### src/rtl/register_tree_kv.sv
// Register-tree priority queue: root holds best {key,payload}; heap sorted by background compare-exchange sweeps.
// Latency: enqueue/dequeue/replace take effect at the next edge; an idle cycle runs one even-then-odd sort sweep.
// Backpressure: none; enqueue when full and dequeue when empty are ignored, so o_count stays within range.
module register_tree_kv #(
    parameter int QUEUE_SIZE    = 15,
    parameter int KEY_WIDTH     = 16,
    parameter int PAYLOAD_WIDTH = 8,
    parameter int MIN_MODE      = 0
) (
    input  logic                             i_CLK,
    input  logic                             i_RSTn,
    input  logic                             i_wrt,
    input  logic                             i_read,
    input  logic [KEY_WIDTH-1:0]             i_key,
    input  logic [PAYLOAD_WIDTH-1:0]         i_payload,
    output logic                             o_full,
    output logic                             o_empty,
    output logic                             o_valid,
    output logic [KEY_WIDTH-1:0]             o_key,
    output logic [PAYLOAD_WIDTH-1:0]         o_payload,
    output logic [$clog2(QUEUE_SIZE+1)-1:0]  o_count
);

    localparam int DEPTH   = $clog2(QUEUE_SIZE + 1);
    localparam int NODES   = (1 << DEPTH) - 1;
    localparam int PARENTS = (NODES - 1) / 2;
    localparam int CW      = $clog2(QUEUE_SIZE + 1);

    typedef struct packed {
        logic                     vld;
        logic [KEY_WIDTH-1:0]     key;
        logic [PAYLOAD_WIDTH-1:0] pay;
    } node_t;

    typedef struct packed {
        node_t par;
        node_t lft;
        node_t rgt;
    } tri_t;

    // Bit i set when node i sits on an even tree level (root is level 0).
    function automatic logic [NODES-1:0] calc_even_mask();
        logic [NODES-1:0] m;
        int               lvl;
        m = '0;
        for (int i = 0; i < NODES; i++) begin
            lvl = 0;
            for (int b = 1; b < 32; b++) begin
                if (((i + 1) >> b) != 0) lvl = b;
            end
            m[i] = ((lvl % 2) == 0);
        end
        return m;
    endfunction

    localparam logic [NODES-1:0] EVEN_MASK = calc_even_mask();

    // A beats B: A valid and either B empty or A's key strictly better; ties never beat.
    function automatic logic beats(node_t a, node_t b);
        logic better;
        if (MIN_MODE != 0) better = (a.key < b.key);
        else               better = (a.key > b.key);
        return a.vld && (!b.vld || better);
    endfunction

    // One parent/children compare-exchange; left child is preferred unless right strictly beats it.
    function automatic tri_t cmp_xchg(node_t par, node_t lft, node_t rgt);
        tri_t r;
        r.par = par;
        r.lft = lft;
        r.rgt = rgt;
        if (beats(rgt, lft)) begin
            if (beats(rgt, par)) begin
                r.par = rgt;
                r.rgt = par;
            end
        end else if (beats(lft, par)) begin
            r.par = lft;
            r.lft = par;
        end
        return r;
    endfunction

    node_t           heap_q [NODES];
    node_t           heap_d [NODES];
    node_t           sw     [NODES];
    tri_t            cx;
    node_t           new_node;
    int              free_idx;
    logic [CW-1:0]   cnt_q;
    logic [CW-1:0]   cnt_d;
    logic            full;
    logic            empty;

    assign new_node = '{vld: 1'b1, key: i_key, pay: i_payload};
    assign full     = (cnt_q == CW'(QUEUE_SIZE));
    assign empty    = (cnt_q == '0);

    // Sort sweep: all even-level parents exchange first, then odd-level parents see that result.
    always_comb begin
        cx = '0;
        for (int n = 0; n < NODES; n++) sw[n] = heap_q[n];
        for (int ph = 0; ph < 2; ph++) begin
            for (int p = 0; p < PARENTS; p++) begin
                if (EVEN_MASK[p] == (ph == 0)) begin
                    cx          = cmp_xchg(sw[p], sw[2*p+1], sw[2*p+2]);
                    sw[p]       = cx.par;
                    sw[2*p+1]   = cx.lft;
                    sw[2*p+2]   = cx.rgt;
                end
            end
        end
    end

    // Lowest-index empty node is where a new entry lands.
    always_comb begin
        free_idx = 0;
        for (int i = NODES - 1; i >= 0; i--) begin
            if (!heap_q[i].vld) free_idx = i;
        end
    end

    // Operation decode: enqueue, dequeue, replace-root, or an idle sort sweep.
    always_comb begin
        for (int n = 0; n < NODES; n++) heap_d[n] = heap_q[n];
        cnt_d = cnt_q;
        case ({i_wrt, i_read})
            2'b10: begin
                if (!full) begin
                    heap_d[free_idx] = new_node;
                    cnt_d            = cnt_q + CW'(1);
                end
            end
            2'b01: begin
                if (!empty) begin
                    heap_d[0] = '0;
                    cnt_d     = cnt_q - CW'(1);
                end
            end
            2'b11: begin
                if (heap_q[0].vld) begin
                    heap_d[0] = new_node;
                end else if (!full) begin
                    heap_d[0] = new_node;
                    cnt_d     = cnt_q + CW'(1);
                end
            end
            default: begin
                for (int n = 0; n < NODES; n++) heap_d[n] = sw[n];
            end
        endcase
    end

    // State registers with synchronous active-low reset taking priority over any request.
    always_ff @(posedge i_CLK) begin
        if (!i_RSTn) begin
            for (int n = 0; n < NODES; n++) heap_q[n] <= '0;
            cnt_q <= '0;
        end else begin
            for (int n = 0; n < NODES; n++) heap_q[n] <= heap_d[n];
            cnt_q <= cnt_d;
        end
    end

    assign o_full    = full;
    assign o_empty   = empty;
    assign o_valid   = heap_q[0].vld;
    assign o_key     = heap_q[0].vld ? heap_q[0].key : '0;
    assign o_payload = heap_q[0].vld ? heap_q[0].pay : '0;
    assign o_count   = cnt_q;

endmodule
### config.mk
export PLATFORM = sky130hd
export DESIGN_NAME = register_tree_kv
export DESIGN_NICKNAME = d
export VERILOG_FILES = /design/src/rtl/register_tree_kv.sv
export SDC_FILE = /design/constraint.sdc
export NUM_CORES = 2
export LEC_CHECK = 0
export CAP_MARGIN = 30
export CORE_MARGIN = 2
export CORE_UTILIZATION = 40
export CTS_BUF_LIST = sky130_fd_sc_hd__clkbuf_4
export DETAILED_ROUTE_END_ITERATION = 10
export DONT_BUFFER_PORTS = 1
export GPL_TIMING_DRIVEN = 0
export REMOVE_ABC_BUFFERS = 1
export SYNTH_ARGS = -nofsm -noshare
export SYNTH_HDL_FRONTEND = slang
export SYNTH_SLANG_ARGS = --single-unit
### constraint.sdc
create_clock -name i_CLK -period 5.1 [get_ports i_CLK]
set_input_delay 0.51 -clock i_CLK [delete_from_list [all_inputs] [get_ports i_CLK]]
set_output_delay 0.51 -clock i_CLK [all_outputs]
set_load 0.02 [all_outputs]
# Word-level counts from Yosys, hierarchy flattened
# Memory sizes are Yosys's and may differ from the RTL's.
# Cells that the tools add are included.
# word_totals
reg_bits	4
mem_count	1
output_inout_bits	31
input_bits	28
ramBits	375
# op_classes
n_reduce_logical	61
addsub	2
n_eq_ne	6
magnitude_cmp	23
mux	103
bitwise_logic	16
# memory_table
memory	depth	width	read_ports	rd_clocked_by_memory_dff	wr	line	source
heap_q	15	25	15	0	15	84	node_t heap_q [NODES];
# op_table
op	count
25-bit two-way mux	54
350-bit one-hot mux with 2 select lines	1
32-bit two-way mux	14
375-bit bitwise mux	1
375-bit two-way mux	1
50-bit two-way mux	7
16-bit greater-than comparator	21
25-bit demux with 4-bit select	1
25-bit one-hot mux with 3 select lines	1
32-bit by 5-bit greater-or-equal comparator with 1-bit output (second input constant)	1
32-bit by 1-bit < comparator with 1-bit output (second input constant)	1
32-bit NOT	1
1-bit logical AND	22
1-bit logical OR	21
1-bit two-way mux	16
16-bit two-way mux	1
4-bit two-way mux	4
1-bit OR	15
1-bit logical NOT	14
4-bit one-hot mux with 3 select lines	1
8-bit two-way mux	1
4-bit by 1-bit adder with 4-bit output (second input constant)	1
2-bit equality test (second input constant)	2
4-bit equality test (second input constant)	1
7 further kinds	8

# Logic depth before layout (Yosys ltp)
# An unclocked memory read counts as a cell.
# logic_depth
word_depth	25
depth_mapped	24
mapped_depth_nobuf	19

# Worst setup path after synthesis
# Ideal clock, no wire load.
# synth_path
kind	register to register
start	memory heap_q[0][240] in the netlist's numbering
end	memory heap_q[0][28] in the netlist's numbering
path_stages_with_launch	23
synth_period_minus_slack_ns	5.108
slack_ns	-0.008
arrival_time_ns	4.993
path_buffers	5
cell_sequence	dfxtp_1 -> inv_1 -> ha_1 -> a21oi_1 -> o21ai_0 -> a221o_1 -> o311a_1 -> buf_2 -> and3_1 -> buf_2 -> clkbuf_1 -> o311ai_1 -> ha_1 -> a21oi_1 -> o21a_1 -> nor3_1 -> or4b_2 -> a221oi_1 -> or2_2 -> buf_2 -> clkbuf_1 -> nand3_1 -> a31o_1
# synth_rtl
item	line
from (decl)	84

==> reports/metrics.yaml <==
drive_gt1_frac: 0.275
grt_max_degree: 135
maxSlewViolCount: 0
synth_area_leaders: "dfxtp_1 (25%), ha_1 (14%), a211oi_1 (5.1%)"
cpMaxStageDelayCell: "dfxtp_2"
max_slew_margin: 0.126
crit_chain: "inv_1 > ha_1 > nand4_1 > nor3_2 > a21boi_4 > o311a_4 > nand3_4 > buf_16 > mux2_2 > inv_1 > ha_1 > nand2_1 > nor4_4 > o311ai_1 > a22o_1 > a221o_4 > buf_6 > o21ai_4 > buf_12 > buf_16 > o22ai_2 > o22ai_1"
clkPwrFrac: 0.318
holdCritPathClass: "in2reg"
synth_edf_count: 0
drcViolationCount: 0
timing.critical_path.buf_inv: 6
ant_nets: 0
powerDensity_nw_per_um2: 233
worst_slew_pin_slew_ns: 1.30
core.rowCount: 101
start_util: 0.403
antenna_found_initial: 10
seq_power_share: 0.351
violations: "setup timing"
synth_top_area_share: 0.249
crit_path_max_incr_delay_ns: 0.48
drtPass1Iterations: 7
hpwl_mm: 86.0
cp.required_ns: 5.92
routed_wirelength_mm: 143
postSynthCellCount: 3812
cap_violations: 0
grtUsageTotal: 0.340
clock_latency_ns: 0.94
fin_nets: 4367
peakVddDrop_mv: 0.231
timing_hold_violations_final: 0
io_pins: 59
yosys_warnings: 0
startpoint_type: "flop"
fin_crit_sh: 1.04
cts_tree: "done"
htreeDepth: 3
fillers: 6818
p_leak_nw: 14.8
synthDistinctLibCells: 90
cts_sinks: 379
post-route-util: 0.528
critPathKind: "reg2reg"
crit_fanout: 17
p_int_w: 0.00580
grt_pass1_vias: 32700
endpoint_kind: "flop"
vias_per_cell: 6.94
die_h_um: 280
gp_congestion: 0.946
skew_ns: 0.0638
port_buffers: 0
clockRootBuffer: "clkbuf_4"
critPathTopFamily: "compound AO/OA/AOI/OAI gates"
combPwrFrac: 0.331
overflow: 0
yosys_most_used_dff: "dfxtp_1"
avgSynthCellArea_um2: 8.01
fin_ws_ns: -0.226
ys_seq_area_frac: 0.249
regArea_um2: 7720
period_needed_ns: 5.33
final_common_cell: "ha_1"
cts_buffer_depth: 3
rsz0062_at_grt: "true"
post-place-cells: 4516
async_flop_share: 0
arrival_ns: 6.15
area_growth_pct: 30.9
final_cell_mix: "ha_1 (310), dfxtp_1 (297), inv_1 (235)"
p_sw_frac: 0.378
via_count: 35100
grt_pass1_wl_mm: 206
ys_seq_elements: 379
die_w_um: 280
netlist_area_um2: 30500
avgRoutedWirePerCell_um: 28.4
switchingPower_w: 0.00352
dieArea_um2: 78500
finalSetupViolCount: 128
yosys.area.top_type: "dfxtp_1"
drt-initial-drc-count: 4674
r2r_setup_slack_ns: -0.23
multi_input_area_um2: 23700
final_cells: 5055
cts_inserted_buffers: 113
path_clk_slew_ns: 0.07
timing.fmax_mhz: 188
core_area_um2: 75700
status: "finished, violations left"
[registers in the layout, indices dropped and copies added (netlist names)]
register	flops
o_count	4
heap_q	375
[worst paths after layout]
kind                                                  start                           to  depth (start not counted)
worst max register to register   heap_q[0][42]$_SDFFE_PN0P_   heap_q[0][69]$_SDFFE_PN0P_                         22
worst max-delay path             heap_q[0][42]$_SDFFE_PN0P_   heap_q[0][69]$_SDFFE_PN0P_                         22
worst min-delay path                                 i_RSTn  heap_q[0][173]$_SDFFE_PN0P_                          3
worst min register to register  heap_q[0][202]$_SDFFE_PN0P_  heap_q[0][202]$_SDFFE_PN0P_                          2
[cell type report]
cell class / count / area share
Inverter: 272 / 0.0266
Clock inverter: 26 / 0.00354
Multi-Input combinational cell: 2826 / 0.592
Timing Repair inverter: 1 / 0.000282
Sequential cell: 379 / 0.193
Tap cell: 978 / 0.0306
Timing Repair Buffer: 407 / 0.123
Antenna cell: 7 / 0.000438
Clock buffer: 159 / 0.0299
[power groups by stage]
stage               Combinational (W)  Clock [W]  Sequential [W]
detailed placement            0.00199          0         0.00331
global placement              0.00186          0         0.00332
global route                  0.00322    0.00313         0.00328
CTS                           0.00255    0.00297         0.00325
finish                        0.00309    0.00296         0.00327
floorplan                     0.00134          0         0.00324
[cell families after synthesis]
kind of cell,count (synthesis),synth area share
compound gates,1366,0.332
simple gates,983,0.159
buf+inv,629,0.0820
flops,379,0.249
fa+ha+maj,339,0.139
mux,113,0.0388
xor+xnor,3,0.000861
[synth_stat cells, types with 13 or more instances]
| library cell | n |
|---|---|
| dfxtp_1 | 379 |
| and3_1 | 46 |
| nand3b_1 | 18 |
| a311oi_1 | 14 |
| or3_1 | 19 |
| o32ai_1 | 15 |
| a21o_1 | 26 |
| nand4_1 | 97 |
| a21oi_1 | 187 |
| and2_1 | 27 |
| nor3_1 | 105 |
| o22ai_1 | 84 |
| ha_1 | 338 |
| nand3_1 | 117 |
| a22oi_1 | 175 |
| buf_1 | 28 |
| nor2_1 | 233 |
| nand2_1 | 207 |
| a221oi_1 | 79 |
| inv_1 | 268 |
| o31ai_1 | 18 |
| nor4_1 | 63 |
| o21ai_0 | 181 |
| a211oi_1 | 207 |
| a311oi_2 | 16 |
| mux2i_1 | 70 |
| a31oi_1 | 31 |
| o221ai_1 | 74 |
| mux2_2 | 42 |
| nor2b_1 | 16 |
| o21a_1 | 53 |
| o311a_1 | 14 |
| a211o_1 | 13 |
| buf_2 | 65 |
| clkbuf_1 | 255 |
| o221a_2 | 19 |
| o311ai_1 | 18 |
[through the flow]
stage	setup TNS (ns)	setup WS [ns]	area, um^2	hold slack [ns]	total power, W
global route	-27.03	-0.300	39900	0.0452	0.00962
detailed placement	-281.43	-2.62	32000	0.454	0.00530
CTS	0	0.000695	37200	0.00183	0.00877
floorplan	-338.15	-2.15	29000	0.440	0.00458
global placement	-1896.41	-7.23	30300	0.452	0.00517
finish	-17.65	-0.226	40000	0.0411	0.00932
[routing by layer]
layer	share of wire	wire length (um)	GRT usage
met5	0	0	0
met4	0.070	10000	0.206
met3	0.13	18700	0.0963
met2	0.42	60300	0.507
met1	0.38	54300	0.434
[worst min-delay path: cells and delay by family]
| family | cells | cell delay, ns |
|---|---|---|
| buffers and inverters | 1 | 0.20 |
| AOI/OAI and AO/OA | 2 | 0.19 |
[what timing repair did]
| action | in CTS | in global routing |
|---|---|---|
| endpoints found under the hold margin | 368 | 0 |
| resized for setup | 350 | 318 |
| pin swaps | 138 | 195 |
| gates cloned | 25 | 17 |
| hold buffers | 43 | 0 |
| setup buffers | 154 | 105 |
| endpoints found under the setup margin | 148 | 145 |
Note: power is estimated with default switching activity, not from simulation.
